`config.mk`:
```
export PLATFORM = sky130hd
export DESIGN_NAME = pixel_fetch_streamer
export DESIGN_NICKNAME = d
export VERILOG_FILES = /design/src/rtl/pixel_pkg.sv /design/src/rtl/pixel_coord_counter.sv /design/src/rtl/pixel_fetch_streamer.sv
export SDC_FILE = /design/constraint.sdc
export NUM_CORES = 1
export LEC_CHECK = 0
export BUFFER_PORTS_ARGS = -buffer_cell sky130_fd_sc_hd__buf_2
export CAP_MARGIN = 20
export CORE_MARGIN = 4
export CORE_UTILIZATION = 50
export CTS_BUF_LIST = sky130_fd_sc_hd__clkbuf_16
export DETAILED_ROUTE_END_ITERATION = 6
export PLACE_DENSITY = 0.79
export RECOVER_POWER = 25
export SLEW_MARGIN = 20
export SYNTH_ARGS = -nofsm -noshare
export SYNTH_HDL_FRONTEND = slang
export SYNTH_HIERARCHICAL = 1
export SYNTH_SLANG_ARGS = --single-unit
```
`constraint.sdc`:
```
create_clock -name clk -period 3.7 [get_ports clk]
set_input_delay 0.555 -clock clk [delete_from_list [all_inputs] [get_ports clk]]
set_output_delay 0.555 -clock clk [all_outputs]
set_load 0.03 [all_outputs]
```
`src/rtl/pixel_pkg.sv`:
```
// ---------------------------------------------------------------------------
// pixel_pkg
// Shared constants and types for the pixel fetch streamer.
//   IMG_W / IMG_H   default frame geometry (pixels per row / rows per frame)
//   IMG_PIXELS      default pixels per frame
//   ADDR_W          byte address width into pixel memory
//   X_W / Y_W       column / row tag widths
//   PIX_W           pixel width
//   fetchState_t    streamer FSM state encoding
//   lastAddr()      address of the final pixel of a w x h frame
// ---------------------------------------------------------------------------
package pixel_pkg;

    localparam int IMG_W      = 640;
    localparam int IMG_H      = 480;
    localparam int IMG_PIXELS = IMG_W * IMG_H;   // 307200
    localparam int ADDR_W     = 20;
    localparam int X_W        = 10;
    localparam int Y_W        = 9;
    localparam int PIX_W      = 8;

    typedef enum logic [1:0] {
        IDLE  = 2'd0,
        FETCH = 2'd1,
        DRAIN = 2'd2
    } fetchState_t;

    function automatic logic [ADDR_W-1:0] lastAddr(input int w, input int h);
        return ADDR_W'(w * h - 1);
    endfunction

endpackage

```
`src/rtl/pixel_coord_counter.sv`:
```
// ---------------------------------------------------------------------------
// pixel_coord_counter
// Raster-order address and column/row counter for one frame.
//   clk, rst   clock, asynchronous active-high reset
//   clear      restart at address 0, column 0, row 0
//   advance    step to the next pixel (ignored once the last address is hit)
//   addr       current byte address
//   x, y       column / row of the pixel at addr
//   last       addr is the final pixel of the frame
// ---------------------------------------------------------------------------
module pixel_coord_counter #(
    parameter int IMG_W = pixel_pkg::IMG_W,
    parameter int IMG_H = pixel_pkg::IMG_H
) (
    input  logic                         clk,
    input  logic                         rst,
    input  logic                         clear,
    input  logic                         advance,
    output logic [pixel_pkg::ADDR_W-1:0] addr,
    output logic [pixel_pkg::X_W-1:0]    x,
    output logic [pixel_pkg::Y_W-1:0]    y,
    output logic                         last
);

    import pixel_pkg::ADDR_W;
    import pixel_pkg::X_W;
    import pixel_pkg::lastAddr;

    localparam logic [ADDR_W-1:0] ADDR_MAX = lastAddr(IMG_W, IMG_H);
    localparam logic [X_W-1:0]    X_MAX    = X_W'(IMG_W - 1);

    assign last = (addr == ADDR_MAX);

    // Saturate on the last pixel so the address can never run past the
    // frame, even if the caller keeps advancing.
    always_ff @(posedge clk or posedge rst) begin
        if (rst) begin
            addr <= '0;
            x    <= '0;
            y    <= '0;
        end else if (clear) begin
            addr <= '0;
            x    <= '0;
            y    <= '0;
        end else if (advance && !last) begin
            addr <= addr + 1'b1;
            if (x == X_MAX) begin
                x <= '0;
                y <= y + 1'b1;
            end else begin
                x <= x + 1'b1;
            end
        end
    end

endmodule

```
`src/rtl/pixel_fetch_streamer.sv`:
```
// ---------------------------------------------------------------------------
// pixel_fetch_streamer
// Reads one frame of 8-bit pixels from a combinational-read memory in raster
// order and presents them on a valid/ready stream tagged with x/y/last.
//   clk, rst     clock, asynchronous active-high reset
//   start        one-cycle request to stream a frame (ignored while busy)
//   abort        cancel the frame in progress (no done pulse)
//   mem_addr     byte address into pixel memory
//   mem_data     read data for mem_addr, bits [7:0] used
//   pix_data     pixel value; pix_x / pix_y / pix_last tag it
//   pix_valid    output stream valid
//   pix_ready    consumer accepts the presented pixel
//   busy         FSM not in IDLE
//   done         one-cycle pulse after the final pixel is accepted
// ---------------------------------------------------------------------------
module pixel_fetch_streamer #(
    parameter int IMG_W = pixel_pkg::IMG_W,
    parameter int IMG_H = pixel_pkg::IMG_H
) (
    input  logic                         clk,
    input  logic                         rst,
    input  logic                         start,
    input  logic                         abort,
    output logic [pixel_pkg::ADDR_W-1:0] mem_addr,
    input  logic [31:0]                  mem_data,
    output logic [pixel_pkg::PIX_W-1:0]  pix_data,
    output logic                         pix_valid,
    input  logic                         pix_ready,
    output logic [pixel_pkg::X_W-1:0]    pix_x,
    output logic [pixel_pkg::Y_W-1:0]    pix_y,
    output logic                         pix_last,
    output logic                         busy,
    output logic                         done
);

    import pixel_pkg::ADDR_W;
    import pixel_pkg::X_W;
    import pixel_pkg::Y_W;
    import pixel_pkg::PIX_W;
    import pixel_pkg::fetchState_t;
    import pixel_pkg::IDLE;
    import pixel_pkg::FETCH;
    import pixel_pkg::DRAIN;

    fetchState_t       state, stateNext;
    logic              primed;
    logic              load;
    logic              handshake;
    logic              clearCnt;
    logic              doneNext;
    logic [ADDR_W-1:0] cntAddr;
    logic [X_W-1:0]    cntX;
    logic [Y_W-1:0]    cntY;
    logic              cntLast;
    logic              unusedMemHi;

    assign unusedMemHi = ^mem_data[31:PIX_W];
    assign handshake   = pix_valid && pix_ready;
    assign busy        = (state != IDLE);
    assign mem_addr    = cntAddr;

    // -----------------------------------------------------------------------
    // FSM next-state and per-cycle strobes
    // -----------------------------------------------------------------------
    always_comb begin
        stateNext = state;
        load      = 1'b0;
        clearCnt  = 1'b0;
        doneNext  = 1'b0;
        case (state)
            IDLE: begin
                if (start) begin
                    stateNext = FETCH;
                    clearCnt  = 1'b1;
                end
            end
            FETCH: begin
                if (abort) begin
                    stateNext = IDLE;
                end else if (primed && (!pix_valid || pix_ready)) begin
                    load = 1'b1;
                    if (cntLast) stateNext = DRAIN;
                end
            end
            DRAIN: begin
                if (abort) begin
                    stateNext = IDLE;
                end else if (handshake) begin
                    stateNext = IDLE;
                    doneNext  = 1'b1;
                end
            end
            default: stateNext = IDLE;
        endcase
    end

    always_ff @(posedge clk or posedge rst) begin
        if (rst) state <= IDLE;
        else     state <= stateNext;
    end

    // The first FETCH cycle only presents address 0; capture starts one
    // cycle later so the memory sees a settled address before the first
    // pixel is taken, giving a fixed two-cycle start-to-valid latency.
    always_ff @(posedge clk or posedge rst) begin
        if (rst) primed <= 1'b0;
        else     primed <= (state == FETCH);
    end

    // -----------------------------------------------------------------------
    // Output pixel register; abort wins over a coincident load/handshake
    // -----------------------------------------------------------------------
    always_ff @(posedge clk or posedge rst) begin
        if (rst) begin
            pix_data  <= '0;
            pix_x     <= '0;
            pix_y     <= '0;
            pix_valid <= 1'b0;
            pix_last  <= 1'b0;
        end else if (busy && abort) begin
            pix_valid <= 1'b0;
            pix_last  <= 1'b0;
        end else if (load) begin
            pix_data  <= mem_data[PIX_W-1:0];
            pix_x     <= cntX;
            pix_y     <= cntY;
            pix_valid <= 1'b1;
            pix_last  <= cntLast;
        end else if (handshake) begin
            pix_valid <= 1'b0;
            pix_last  <= 1'b0;
        end
    end

    always_ff @(posedge clk or posedge rst) begin
        if (rst) done <= 1'b0;
        else     done <= doneNext;
    end

    pixel_coord_counter #(
        .IMG_W (IMG_W),
        .IMG_H (IMG_H)
    ) coordCounter (
        .clk     (clk),
        .rst     (rst),
        .clear   (clearCnt),
        .advance (load),
        .addr    (cntAddr),
        .x       (cntX),
        .y       (cntY),
        .last    (cntLast)
    );

endmodule

```
Word level (Yosys, flattened, before mapping)
Cells that the tools add are included.
- register bits after elaboration: 72
- output and inout port bits: 51
- add/sub/neg operators: 3
- equality and inequality tests: 8
- multiplexer cells: 28
- bitwise logic cells: 1
- reduce and logical (&&, ||, !) cells: 15
- operator list (kind ; count):
    2-to-1 mux 20 bit ; 2
    2-to-1 mux 10 bit ; 3
    2-to-1 mux 9 bit ; 3
    adder 20 x 1 -> 20 bit (second input constant) ; 1
    == test 20 x 19 -> 1 bit (second input constant) ; 1
    2-to-1 mux 1 bit ; 13
    2-to-1 mux 2 bit ; 6
    adder 10 x 1 -> 10 bit (second input constant) ; 1
    == test 10 bit (second input constant) ; 1
    adder 9 x 1 -> 9 bit (second input constant) ; 1
    inequality test 3 bit (second input constant) ; 3
    case mux 2 bit (3 select lines) ; 1
    nonzero test 2 bit ; 3
    logical AND 1 bit ; 4
    AND reduction 2 bit ; 2
    AND reduction 4 bit ; 1
    nonzero test 3 bit ; 1
    == test 2 x 1 -> 1 bit (second input constant) ; 1
    == test 2 bit (second input constant) ; 1
    logical NOT 1 bit ; 2
    logical NOT 2 bit ; 1
    inequality test 2 bit (second input constant) ; 1
    logical OR 1 bit ; 1
    inverter 1 bit ; 1

Logic depth before layout (Yosys ltp)
- word-level depth: 9
- gate-level depth with buffers: 9

By module
The synthesis kept the hierarchy.
- modules (own cells, without submodules) (module ; instances ; cells an instance ; area each (µm²)):
    pixel_coord_counter ; 1 ; 221 ; 2140.8
    pixel_fetch_streamer ; 1 ; 86 ; 1438.9

Worst setup path before layout
Ideal clock, no wire load.
- path type: input port to flip-flop
- start: input abort
- end: register coordCounter/addr[19] in the netlist's numbering
- library setup time: 78 ps
- data arrival time: 2421 ps
- data required time: 3622 ps
- path slack: 1202 ps
- cell stages on the path: 9
- path buffers: 3
- cells stage by stage: nor3b_2 and3_4 buf_12 buf_2 and3_1 clkbuf_1 o21ai_1 or4_1 a21oi_1
- word-level cells in the longest chain between the ends: 4
- ends and longest elaborated chain (item ; line ; text):
    from (decl) ; pixel_fetch_streamer.sv:23 ; input logic abort,
    2-to-1 mux 1 bit ; pixel_fetch_streamer.sv:78 ; if (abort) begin
    2-to-1 mux 1 bit ; pixel_fetch_streamer.sv:70 ; case (state)
    net load ; pixel_fetch_streamer.sv:47 ; logic load;
    logical AND 1 bit ; pixel_coord_counter.sv:45 ; end else if (advance && !last) begin
    nonzero test 2 bit (no line) ; n/a ;
    to (signal assigned) ; pixel_coord_counter.sv:46 ; addr <= addr + 1'b1;
    to (decl) ; pixel_coord_counter.sv:19 ; output logic [pixel_pkg::ADDR_W-1:0] addr,
The timed path passes the listed nets, and every way through them passes these cells.
A chain may end at the register's enable or synchronous reset.

Worst setup path in the final report
- start: register coordCounter/addr[16] in the netlist's numbering
- end: register coordCounter/addr[19] in the netlist's numbering
- word-level cells in the longest chain between the ends: 4
- elaborated cells on any way between the ends: 7
- those cells by class: 1 x add/sub; 1 x eq/ne; 2 x mux; 3 x reduce/logical
- ends and longest elaborated chain (item):
    branches (longest 4 deep; another with adder 20 x 1 -> 20 bit)
Several ways; the timed one is not identified. The select of a mux whose other input is x is not followed.

==> flow_summary.ini <==
[floorplanning]
dieWidth_um = 92.6
rows = 30
core_area_um2 = 6870
die_h_um = 92.6
io_pins = 88
start_util_pct = 52.1
die_area_um2 = 8580

[critical_path]
start_kind = flip-flop
max_stage_delay_ns = 0.65
cp_cell_sequence = nor4b_1, nand3_1, o21ai_1, or4_1, a21oi_1
crit_fanout = 15
r2r_slack_ns = 1.33
crit_path_start = coordCounter/addr[16]
reg2reg_depth = 5
regToRegEndpoint = coordCounter/addr[19]
slowest_stage = o21ai_1
cp.arrival_ns = 2.56
r2r-start = coordCounter/addr[16]
worstSetupEndpointType = flip-flop
critPathRequiredTime_ns = 3.89
crit_type = flip-flop to flip-flop

[cells_and_area]
nets = 413
final_area_um2 = 4260
area_growth_syn_to_layout_pct = 19.0
nFillCells = 558
final_util_pct = 62.0
num_antenna_cells = 0
drive_gt1_share_pct = 32.1

[synthesis]
synth_top_flop_cell = dfrtp_1
synthTopCellsByArea = dfrtp_1 50%, mux2_4 11%, xor2_1 4.6%
yosys-top-cells-count = 72 x dfrtp_1, 28 x nor2_1, 27 x mux2_4
yosysWarningCount = 6
yosysSeqAreaShare_pct = 50.3
syn_area_um2 = 3580
syn-instance-count = 307
synth_nets = 347
avgSynthCellArea_um2 = 11.7
synth_top_area_cell = dfrtp_1
synth_top_area_share_pct = 50.3
synthArstFlopShare_pct = 100
synth.ff_latch_count = 72
synth-edff-count = 0
synth.distinct_cells = 48
yosysMostFrequentCell = dfrtp_1

[timing]
fin_skew_ns = 0.00766
period_needed_ns = 2.37
fin_crit_sh_pct = 64.1
tightest_slew_ns = 2.13
max_slew_margin_pct = -41.9
fmax_mhz = 422
fin_setup_tns_ns = 0
drv_slew = 40
setup_viol = 0
grt_setup_unrepaired = no
hold_viol_final = 0

[global_route]
groute.usage.overall_pct = 18.9
grt_pass1_vias = 2800
grt_pass1_wl_mm = 13.0
antenna_found_initial = 0
grt_max_degree = 40
overflow = 0

[run]
drv_cap = 1

[worst_hold_path]
hold_path.class = input port to flip-flop
hold_end = pix_data[7]
hp-start = mem_data[7]
holdPathStages = 2

[power_and_ir_drop]
p_total_mw = 2.10
p_comb_share_pct = 15.4
switching_share_pct = 26.4
internal_power_mw = 1.55
pwr_density_cell_nw_per_um2 = 494
switching_power_uw = 556
clockPowerShare_pct = 42.7
seq_power_share_pct = 41.9
power.leakage_nw = 2.03
irDropWorstVdd_v = 0.000249

[drt]
met2WireLength_mm = 3.65
initialDrtViolationCount = 140
drtAntennaViolNets = 0
wl_met1_mm = 3.54
wl_met3_um = 490
route.vias.total = 2741
drc = 0
routed_via_density = 5.79
wirelength_mm = 7.73
highest_layer = met4
wire_per_inst_um = 16.3
dr.pass1.iters = 4

[clock_tree]
cts_hold_repair.buffers = 0
htreeDepth = 3
clkLatencyLatePin_ns = 0.32
cts_buffers = 9
clockRootBuffer = clkbuf_16
cts_tree = built
cts.sinks = 72
cts_buffer_depth = 2
cts_resized = 0
path_clk_slew_ns = 0.06
post-cts-setup-buffers = 0

[placement]
port_buffers = 63
place_area_um2 = 3950
hpwl_mm = 5.15
gp_congestion = 0.816

[outcome]
violations = max-capacitance violations, max-slew violations
status = complete, but fails checks
[metal layers]
metal | global-route usage (%) | up-vias
met5 | 0 | -
met4 | 6.84 | 0
met3 | 5.04 | 6
met2 | 30.3 | 96
met1 | 24.6 | 1367
li1 | - | 1272
[critical path, delay by kind of cell, from the launching register on]
kind / cells / cell delay, ns
compound gates: 2 / 0.71
flops: 1 / 0.43
simple gates: 3 / 1.09
[cell families after synthesis]
group / share of synthesized area, %
fa+ha+maj: 1.05
simple gates: 19.0
flops: 50.3
compound gates: 9.68
buf+inv: 3.39
xor+xnor: 4.65
mux: 11.9
[per-stage QoR]
step	std cells	worst slack [ns]	hold slack [ns]
global placement	458	1.20	0.485
floorplan	307	1.20	0.457
detailed placement	458	1.14	0.488
global route	473	1.00	0.452
finish	473	1.33	0.467
CTS	473	1.25	0.367
[power by group through the flow]
stage | sequential, mW | combinational, mW | clock [mW]
3_3_place_gp | 0.888 | 0.321 | 0
4_1_cts | 0.881 | 0.328 | 0.913
3_5_place_dp | 0.893 | 0.325 | 0
2_1_floorplan | 0.988 | 0.148 | 0
6_report | 0.881 | 0.324 | 0.898
5_1_grt | 0.888 | 0.348 | 0.959
[cells in the final DEF (no fill, tap or decap), types with 5 or more instances in the layout]
cell type  netlist  final
xor2_1          19     19
a21oi_1         20     20
mux2_4          27     27
dfrtp_1         72     72
clkbuf_16        0      9
nand4_1         13     13
nand2_1         11     11
o2111ai_1        5      5
inv_1            5      5
nor2_1          28     28
o31ai_1          6      6
or4_1            6      6
or3_1            6      6
nand3_1         14     14
buf_2            4     62
o21ai_0         12     12
[layout make-up]
class                   instances  area [um^2]  share of cell area (%)
well taps                      96          120                    2.82
clock buffers                   9          225                    5.29
multi-input cells             217         1660                    39.0
repair buffers                 68          348                    8.17
flip-flops and latches         72         1800                    42.3
clock inverters                 6         85.1                    2.00
inverters                       5         18.8                   0.441
[sequential cells by signal, indices dropped and copies added (netlist names)]
name	count
coordCounter/addr	20
coordCounter/x	10
coordCounter/y	9
done	1
pix_data	8
pix_last	1
pix_valid	1
pix_x	10
pix_y	9
primed	1
state	2
[worst max-delay path by stage]
| stage | to | slack (ns) | cells after the start |
|---|---|---|---|
| floorplan | coordCounter/addr[19] | 1.20 | 9 |
| finish | coordCounter/addr[19] | 1.33 | 5 |
| CTS | coordCounter/x[9] | 1.25 | 5 |
| global placement | coordCounter/y[4] | 1.20 | 7 |
| detailed placement | coordCounter/x[5] | 1.14 | 9 |
| global route | coordCounter/y[8] | 1.00 | 3 |
Power figures use the tool's default switching activity.
